--- config.mk ---
export PLATFORM = sky130hd
export DESIGN_NAME = trace_dispatcher
export DESIGN_NICKNAME = d
export VERILOG_FILES = /design/src/rtl/trace_pkg.sv /design/src/rtl/trace_fifo.sv /design/src/rtl/trace_dispatcher.sv
export SDC_FILE = /design/constraint.sdc
export NUM_CORES = 1
export LEC_CHECK = 0
export CORE_ASPECT_RATIO = 1.25
export CORE_MARGIN = 1
export CORE_UTILIZATION = 54
export DETAILED_ROUTE_END_ITERATION = 12
export PLACE_DENSITY = 0.89
export SLEW_MARGIN = 20
export SYNTH_ARGS = -nofsm -noshare
export SYNTH_HDL_FRONTEND = slang
export SYNTH_SLANG_ARGS = --single-unit
--- constraint.sdc ---
create_clock -name clk -period 3.7 [get_ports clk]
set_clock_uncertainty 0.15 [all_clocks]
set_input_delay 0.74 -clock clk [delete_from_list [all_inputs] [get_ports clk]]
set_output_delay 0.74 -clock clk [all_outputs]
set_load 0.05 [all_outputs]
--- src/rtl/trace_pkg.sv ---
// trace_pkg: command codes, channel op encodings, barrier FSM states and decode helpers
package trace_pkg;
  typedef enum logic [3:0] {
    CMD_DR    = 4'd0,
    CMD_DW    = 4'd1,
    CMD_IR    = 4'd2,
    CMD_SNP_I = 4'd3,
    CMD_SNP_R = 4'd4,
    CMD_SNP_W = 4'd5,
    CMD_SNP_M = 4'd6,
    CMD_CLEAR = 4'd8,
    CMD_PRINT = 4'd9
  } cmd_e;
  typedef enum logic [1:0] {L1_DR, L1_DW, L1_IR} l1_op_e;
  typedef enum logic [1:0] {SNP_I, SNP_R, SNP_W, SNP_M} snp_op_e;
  typedef enum logic {IDLE, PULSE} state_e;
  function automatic logic is_l1(input logic [3:0] c);
    return c <= CMD_IR;
  endfunction
  function automatic logic is_snoop(input logic [3:0] c);
    return c >= CMD_SNP_I && c <= CMD_SNP_M;
  endfunction
endpackage

--- src/rtl/trace_fifo.sv ---
// trace_fifo: synchronous FIFO with a registered output stage; occupancy includes the output register
module trace_fifo #(
  parameter int W = 34,
  parameter int DEPTH = 4
) (
  input  logic         clk,
  input  logic         rst,
  input  logic         push,
  input  logic [W-1:0] din,
  input  logic         pop,
  output logic [W-1:0] dout,
  output logic         valid,
  output logic         full,
  output logic         empty
);
  localparam int AW = $clog2(DEPTH);
  logic [W-1:0] mem [DEPTH];
  logic [AW-1:0] wp, rp;
  logic [AW:0] cnt;
  logic load;
  assign load = (cnt != '0) && (!valid || pop);
  assign empty = cnt == '0;
  assign full = (cnt + {{AW{1'b0}}, valid}) == (AW+1)'(DEPTH);
  // storage array, written on push only
  always_ff @(posedge clk)
    if (push) mem[wp] <= din;
  // pointers, occupancy and output register refill
  always_ff @(posedge clk or posedge rst)
    if (rst) begin
      wp <= '0;
      rp <= '0;
      cnt <= '0;
      valid <= 1'b0;
      dout <= '0;
    end else begin
      wp <= push ? wp + AW'(1) : wp;
      rp <= load ? rp + AW'(1) : rp;
      dout <= load ? mem[rp] : dout;
      cnt <= cnt + (AW+1)'(push) - (AW+1)'(load);
      valid <= load ? 1'b1 : pop ? 1'b0 : valid;
    end
endmodule

--- src/rtl/trace_dispatcher.sv ---
// trace_dispatcher: routes trace records to L1/snoop FIFOs and barrier pulses; TRACE_DISPATCH_STATS_EN enables counters
module trace_dispatcher
  import trace_pkg::*;
#(
  parameter int ADDR_W = 32,
  parameter int CMD_W = 4,
  parameter int DEPTH = 4,
  parameter int CNT_W = 32
) (
  input  logic              clk,
  input  logic              rst,
  input  logic              in_valid,
  output logic              in_ready,
  input  logic [CMD_W-1:0]  in_cmd,
  input  logic [ADDR_W-1:0] in_addr,
  output logic              l1_valid,
  input  logic              l1_ready,
  output logic [1:0]        l1_op,
  output logic [ADDR_W-1:0] l1_addr,
  output logic              snp_valid,
  input  logic              snp_ready,
  output logic [1:0]        snp_op,
  output logic [ADDR_W-1:0] snp_addr,
  output logic              clear_pulse,
  output logic              print_pulse,
  output logic              err_pulse,
  output logic [CNT_W-1:0]  stat_l1,
  output logic [CNT_W-1:0]  stat_snp,
  output logic [CNT_W-1:0]  stat_err
);
  logic [3:0] lo, snp_idx;
  logic hi0, l1_cmd, snp_cmd, bar_cmd, acc;
  logic l1_full, l1_empty, snp_full, snp_empty;
  logic [ADDR_W+1:0] l1_q, snp_q;
  state_e state;
  assign lo = in_cmd[3:0];
  assign hi0 = (in_cmd >> 4) == '0;
  assign l1_cmd = hi0 && is_l1(lo);
  assign snp_cmd = hi0 && is_snoop(lo);
  assign bar_cmd = hi0 && (lo == CMD_CLEAR || lo == CMD_PRINT);
  assign snp_idx = lo - 4'd3;
  assign in_ready = state == PULSE ? 1'b0 :
                    l1_cmd  ? !l1_full :
                    snp_cmd ? !snp_full :
                    bar_cmd ? (l1_empty && snp_empty && !l1_valid && !snp_valid) : 1'b1;
  assign acc = in_valid && in_ready;
  assign {l1_op, l1_addr} = l1_q;
  assign {snp_op, snp_addr} = snp_q;
  trace_fifo #(.W(ADDR_W+2), .DEPTH(DEPTH)) u_l1 (
    .clk(clk), .rst(rst), .push(acc && l1_cmd), .din({lo[1:0], in_addr}),
    .pop(l1_valid && l1_ready), .dout(l1_q), .valid(l1_valid), .full(l1_full), .empty(l1_empty)
  );
  trace_fifo #(.W(ADDR_W+2), .DEPTH(DEPTH)) u_snp (
    .clk(clk), .rst(rst), .push(acc && snp_cmd), .din({snp_idx[1:0], in_addr}),
    .pop(snp_valid && snp_ready), .dout(snp_q), .valid(snp_valid), .full(snp_full), .empty(snp_empty)
  );
  // barrier FSM: one pulse cycle after an accepted clear/print, plus the undefined-code pulse
  always_ff @(posedge clk or posedge rst)
    if (rst) begin
      state <= IDLE;
      clear_pulse <= 1'b0;
      print_pulse <= 1'b0;
      err_pulse <= 1'b0;
    end else begin
      state <= (state == IDLE && acc && bar_cmd) ? PULSE : IDLE;
      clear_pulse <= acc && bar_cmd && lo == CMD_CLEAR;
      print_pulse <= acc && bar_cmd && lo == CMD_PRINT;
      err_pulse <= acc && !l1_cmd && !snp_cmd && !bar_cmd;
    end
`ifdef TRACE_DISPATCH_STATS_EN
  // saturating acceptance counters, zeroed by an accepted clear
  always_ff @(posedge clk or posedge rst)
    if (rst) begin
      stat_l1 <= '0;
      stat_snp <= '0;
      stat_err <= '0;
    end else if (acc && bar_cmd && lo == CMD_CLEAR) begin
      stat_l1 <= '0;
      stat_snp <= '0;
      stat_err <= '0;
    end else begin
      stat_l1 <= (acc && l1_cmd && stat_l1 != '1) ? stat_l1 + CNT_W'(1) : stat_l1;
      stat_snp <= (acc && snp_cmd && stat_snp != '1) ? stat_snp + CNT_W'(1) : stat_snp;
      stat_err <= (acc && !l1_cmd && !snp_cmd && !bar_cmd && stat_err != '1) ? stat_err + CNT_W'(1) : stat_err;
    end
`else
  assign stat_l1 = '0;
  assign stat_snp = '0;
  assign stat_err = '0;
`endif
endmodule

==> results of run 1 <==
## worst paths after layout
check | slack (ps) | from | end
max | 180 | in_cmd[1] | in_ready
min | 360 | u_l1.dout[19] | u_l1.dout[19]
max reg2reg | 690 | u_l1.valid | u_l1.cnt[2]
min reg2reg | 360 | u_l1.dout[19] | u_l1.dout[19]
max in group asynchronous | 2060 | rst | u_snp.dout[1]
min in group asynchronous | 550 | rst | u_l1.dout[7]
## per-stage QoR
step                setup WS, ps  power (mW)  std cells
CTS                        111.4       13.75       1225
detailed placement        -167.1       10.61       1168
global route               96.92       14.17       1225
floorplan                  167.0       9.070        806
global placement          -104.0       10.45       1168
finish                     184.6       13.66       1225
## what timing repair did
| action | 4_1_cts | 5_1_grt |
|---|---|---|
| resized for setup | 1 | 1 |
| gates cloned | 0 | 0 |
| endpoints found under the setup margin | 1 | 1 |
## state kept, by name, summed over array words and instances (netlist names)
signal	count
u_l1.mem	136
u_l1.wp	2
u_l1.valid	1
u_l1.rp	2
state	1
u_l1.dout	34
u_l1.cnt	3
u_snp.cnt	3
print_pulse	1
clear_pulse	1
err_pulse	1
u_snp.valid	1
u_snp.rp	2
u_snp.dout	34
u_snp.wp	2
u_snp.mem	136
## where the power goes
part | internal, mW | switching (mW)
clock network | 1.72 | 1.39
registers | 4.99 | 0.650
logic | 2.08 | 2.82
## logic make-up after synthesis
group                      Yosys count  synth area share
AOI/OAI and AO/OA                   14          0.008493
xor gates and xnor gates            12          0.007356
adders and majority gates           22           0.02031
buffers and inverters              138           0.06278
DFF                                360            0.7257
muxes                              137            0.1618
other                                1         0.0002624
and+or+nand+nor                     27           0.01331
## cell usage after synthesis
library cell	number
edfxtp_1	272
buf_4	96
dfrtp_1	88
mux2_2	68
mux4_2	68
ha_1	20
inv_1	19
buf_2	15
xnor2_1	9
clkbuf_1	8
and2_1	5
and2_2	4
nand2_1	4
o21ai_0	4
and3_1	3
nor2_1	3
xor2_1	3
a21oi_2	2
fa_1	2
nor3_4	2
o21a_1	2
a211oi_1	1
a211oi_4	1
a21oi_1	1
a311oi_1	1
a32o_2	1
and2b_1	1
conb_1	1
mux2_4	1
nand4_1	1
nor2_4	1
nor2b_1	1
nor4b_1	1
o21ai_4	1
or3_4	1
## cell usage in the layout (no fill, tap or decap), types with 5 or more instances in the layout
cell type,instances
and2_2,8
buf_12,10
buf_4,18
clkbuf_1,11
clkbuf_16,31
clkbuf_8,5
clkdlybuf4s50_1,112
conb_1,96
dfrtp_1,84
edfxtp_1,272
ha_1,20
inv_1,18
mux2_2,68
mux4_2,68
xnor2_1,9
## area by class of cell
| cell class | instances | area (sq um) |
|---|---|---|
| multi-input cells | 308 | 3405 |
| clock inverters | 10 | 82.58 |
| flip-flops and latches | 360 | 10380 |
| fillers | 1662 | 9300 |
| well taps | 340 | 425.4 |
| inverters | 19 | 73.82 |
| repair buffers | 141 | 1465 |
| clock buffers | 47 | 885.9 |
## metal layers
layer,global-route usage,part of all wire,wire length (microns),up-vias
met5,0,0,0,-
li1,-,-,-,2833
met3,0.03077,0.064,1828,53
met2,0.3781,0.53,15140,384
met1,0.2810,0.38,10770,3524
met4,0.07423,0.025,722,0
==> impl_metrics.toml, run 1 <==
[drt]
residual_drc = 0
via_per_inst = 5.546
wl_per_cell_microns = 23.24
route.final.wire_length_mm = 28.47
postRouteAntennaNets = 0
detail_route.first_pass.iterations = 5
dr_total_vias = 6794
drt_iter0_drc = 664

[floorplan]
initial_core_util = 0.5494
ioPinCount = 211
rows = 66
floorplan.die.width_microns = 147.5
core_sq_um = 26010
die_footprint_sq_um = 27120
die_height_microns = 183.9

[grt]
first_global_vias = 7146
largest_net_degree_at_the_start_of_global_routing = 54
antenna_found_initial = 0
grt-ovfl-total = 0
globalRouteTotalUtil = 0.2171
grt_first_pass_wirelength_mm = 43.39

[cts]
tritoncts = "done"
post_cts_buffers = 0
cts_root_buf = "clkbuf_16"
hold_buffers = 0
cts_max_level = 1
cts_buf_count = 31
clk_transition_reported_paths_ps = 60
clkLatencyLatePin_ps = 550
clock_path_buffers = 3
cts_num_sinks = 360

[power_and_ir_drop]
power.static_leakage_nw = 5.990
ir_drop_mv = 0.6277
power_density_nw_per_um2 = 817.1

[synthesis]
synth.top_cell.area_share = 0.5716
synth.top_cells.by_area = "edfxtp_1 57%, dfrtp_1 15%, mux4_2 11%"
syn-instance-count = 711
synth.ff_latch_count = 360
ys.warnings.count = 0
seq_area_frac_synth = 0.7257
mappedNetlistArea_sq_um = 14290
yosys.cell_types.count = 35
post-synth-top-area-cell = "edfxtp_1"
synth.avg_cell_area_sq_um = 20.10

[final_layout]
area_growth_from_synthesis_to_layout_pct = 16.95
final_standard_cell_utilization_of_the_core = 0.6425
final_cell_area_sq_um = 16710
diodes = 0
layout-drive-gt1-share = 0.2610
layout.nets = 924

[timing]
post-route-period-util = 0.9501
fin_setup_tns_ps = 0
max_freq_mhz = 284.5
drv_slew = 0
slew_headroom = 0.3307
setup_repair_after_global_routing_missed_its_margin = "no"
final.hold.worst_slack_ps = 358.5
final_period_minus_worst_setup_slack_ps = 3515
tightestPinTransition_ps = 1004
final_hold_viol_count = 0
setup_viol_count_final = 0

[critical_path]
crit_top_cell = "buf_4"
critical_path.max_stage_delay_ps = 530
cp_cell_sequence = "clkdlybuf4s50_1 -> inv_1 -> ha_1 -> o21a_1 -> a32o_2 -> buf_4 -> a211oi_2 -> buf_4 -> buf_12"
worst_path_dominant_cell_family = "buffers and inverters"
start_kind = "input port"
critical_path_buf_inv_count = 5
timing.critical_path.slowest_stage_cell = "clkdlybuf4s50_1"
cp.depth = 9
path_max_fanout = 4
timing_worst_setup_path_type = "in -> out"
worst_setup_path_end_kind = "output pin"
cp_data_required_time_ps = 2810
rr_worst_depth = 13
crit_arrival_ps = 2630

[placement]
place.detailed.hpwl_mm = 16.22
gpl.final_weighted_congestion = 0.7657
placedInstanceArea_sq_um = 15740
numPortBuffers = 114

[worst_hold_path]
worstHoldPathType = "reg -> reg"
whs_path_depth = 1

[run]
cap_viol_max_count = 0

[run_status]
outcome = "finished clean"
Note: power is estimated with default switching activity, not from simulation.
==> run 2, diff against run 1 <==
--- a/config.mk
+++ b/config.mk
@@ -9,8 +9,9 @@
 export CORE_MARGIN = 1
 export CORE_UTILIZATION = 54
 export DETAILED_ROUTE_END_ITERATION = 12
-export PLACE_DENSITY = 0.89
+export PLACE_DENSITY = 0.88
 export SLEW_MARGIN = 20
 export SYNTH_ARGS = -nofsm -noshare
 export SYNTH_HDL_FRONTEND = slang
+export SYNTH_HIERARCHICAL = 1
 export SYNTH_SLANG_ARGS = --single-unit
==> run 2 against run 1 <==
Utilization fell by 0.62 points; cell area rose by 1.8%; largest cell class unchanged; combinational power rose by 6.1%; register-to-register slack improved by 140 ps; worst hold slack got worse by 19 ps; via count fell by 0.21%; critical endpoint unchanged; clock power rose by 12%; critical path depth fell by 1; sequential share of layout area fell by 1.1 points; clock-buffer cell count fell by 9; wire length rose by 5.6%.
==> impl_metrics.toml, run 2 <==
[run_status]
outcome = "finished clean"

[power_and_ir_drop]
power_density_nw_per_um2 = 846.4
ir_drop_mv = 0.4494
power.static_leakage_nw = 6.307
totalPowerFinal_mw = 14.40

[timing]
final_period_minus_worst_setup_slack_ps = 3488
fin_setup_tns_ps = 0
setup_repair_after_global_routing_missed_its_margin = "no"
drv_slew = 0
post-route-period-util = 0.9427
final_hold_viol_count = 0
minimum_setup_slack_in_the_final_design_ps = 212.0
tightestPinTransition_ps = 957.0
slew_headroom = 0.3620
max_freq_mhz = 286.7
setup_viol_count_final = 0
final.hold.worst_slack_ps = 339.1

[drt]
via_per_inst = 5.521
detail_route.first_pass.iterations = 7
postRouteAntennaNets = 0
dr_total_vias = 6780
residual_drc = 0
drt_iter0_drc = 541
wl_per_cell_microns = 24.48
route.final.wire_length_mm = 30.06

[cts]
tritoncts = "done"
cts_repair_resize_count = 0
clkLatencyLatePin_ps = 560
hold_buffers = 0
clock_path_buffers = 3
cts_buf_count = 30
cts_num_sinks = 360
cts_root_buf = "clkbuf_16"
post_cts_buffers = 0
clk_transition_reported_paths_ps = 70
cts_max_level = 1

[synthesis]
yosys.cell_types.count = 34
asyncSetResetFlopFracSynth = 0.2444
muxShareOfSynthArea = 0.1741
mappedNetlistArea_sq_um = 14660
ys.warnings.count = 6
synthXorXnorAreaFrac = 0.007168
synth.top_cell.area_share = 0.5571
synth-edff-count = 272
synth.cells.most_frequent = "272 x edfxtp_1, 96 x buf_4, 88 x dfrtp_1, 56 x mux2_4, 56 x mux4_2"
synth_adder_area_share = 0.01980
simple_gate_fraction_of_synth_area = 0.01801
synth.ff_latch_count = 360
synthFlopType = "edfxtp_1"
combinational_family_with_the_most_area_after_synthesis = "multiplexers"
syn-instance-count = 717
post-synth-top-count-cell = "edfxtp_1"
seq_area_frac_synth = 0.7073
synth_area_in_compound_gates = 0.002475
synth.avg_cell_area_sq_um = 20.45
post-synth-top-area-cell = "edfxtp_1"
synth.top_cells.by_area = "edfxtp_1 56%, dfrtp_1 15%, mux4_2 8.6%"

[critical_path]
worst_setup_path_end_kind = "output pin"
timing.critical_path.slowest_stage_cell = "clkdlybuf4s50_1"
crit_top_cell = "nor2_1"
timing_worst_setup_path_type = "in -> out"
ff2ff_setup_slack_ps = 830
path_max_fanout = 6
start_kind = "input port"
r2r_end = "u_snp/mem[3][13]"
cp_data_required_time_ps = 2810
crit_arrival_ps = 2600
cp_cell_sequence = "clkdlybuf4s50_1 -> inv_1 -> ha_1 -> nor2_1 -> nor2_1 -> a32o_2 -> nor2b_1 -> buf_12"
r2r_start = "u_l1/valid"
rr_worst_depth = 10
critical_path.max_stage_delay_ps = 560

[final_layout]
final.fill_count = 1677
area_growth_from_synthesis_to_layout_pct = 16.05
final_cell_area_sq_um = 17020
reg.largest.list = "u_l1/mem (136), u_snp/mem (136)"
layout-drive-gt1-share = 0.2446
diodes = 0
layout.nets = 922
leading_cell_types_in_the_layout_fill_and_taps_excluded = "272 x edfxtp_1, 113 x clkdlybuf4s50_1, 96 x conb_1, 84 x dfrtp_1"
mostFrequentLayoutCell = "edfxtp_1"

[floorplan]
rows = 67
die_footprint_sq_um = 27820
initial_core_util = 0.5483
core_sq_um = 26740
floorplan.die.width_microns = 149.4
die_height_microns = 186.2
ioPinCount = 211

[placement]
place.detailed.hpwl_mm = 17.90
placedInstanceArea_sq_um = 15910
place_worst_setup_slack_ps = 18.42
numPortBuffers = 114
gpl.final_weighted_congestion = 0.8015

[grt]
largest_net_degree_at_the_start_of_global_routing = 43
globalRouteTotalUtil = 0.2218
grt_first_pass_wirelength_mm = 44.35
antenna_found_initial = 0
first_global_vias = 6987
grt-ovfl-total = 0

[run]
cap_viol_max_count = 0

[worst_hold_path]
worstHoldPathType = "in -> async"
[run 2: cell families after synthesis]
kind of cell / Yosys count
flops: 360
other cells: 1
fa+ha+maj: 22
buf+inv: 137
mux: 136
compound gates: 5
simple gates: 44
xor+xnor: 12
[run 2: layout make-up]
class                      count  area, sq um  share of cell area
tap                          345        431.7             0.02537
sequential                   360        10380              0.6098
clock inverter                18        257.7             0.01515
clock buffer                  38        842.1             0.04949
inverter                      17        66.31            0.003897
timing repair buffer         135         1409             0.08280
multi-input combinational    315         3633              0.2135
[run 2: stage by stage]
stage,std cells,util
after global routing,1228,0.6363
final,1228,0.6363
after global placement,1172,0.5951
after detailed placement,1172,0.5951
after CTS,1228,0.6362
after floorplan,812,-
[run 2: worst max-delay path by stage]
stage / start / endpoint / slack [ps]
2_1_floorplan: u_l1/valid / u_snp/mem[0][0] / 200
3_3_place_gp: in_cmd[0] / u_snp/mem[3][16] / 170
3_5_place_dp: in_cmd[0] / u_snp/mem[3][13] / 20
4_1_cts: in_cmd[0] / in_ready / 220
5_1_grt: in_cmd[0] / in_ready / 80
6_report: in_cmd[0] / in_ready / 210
[run 2: worst max-delay path, delay by kind of cell]
| kind | cells | cell delay, ps |
|---|---|---|
| compound gates | 1 | 270 |
| fa+ha+maj | 1 | 240 |
| buf+inv | 3 | 890 |
| simple gates | 3 | 450 |
[run 2: metal layers]
layer | vias to the layer above | wire [microns] | track usage
li1 | 2844 | - | -
met1 | 3511 | 11170 | 0.2779
met2 | 363 | 16080 | 0.3913
met3 | 62 | 1857 | 0.03244
met4 | 0 | 953 | 0.08367
met5 | - | 0 | 0
[run 2: power breakdown]
part           leakage [nW]  internal [mW]  switching, mW
clock network         0.523           2.04           1.45
logic                  2.30           2.34           2.86
registers              3.48           4.98          0.737
total                  6.31           9.36           5.04
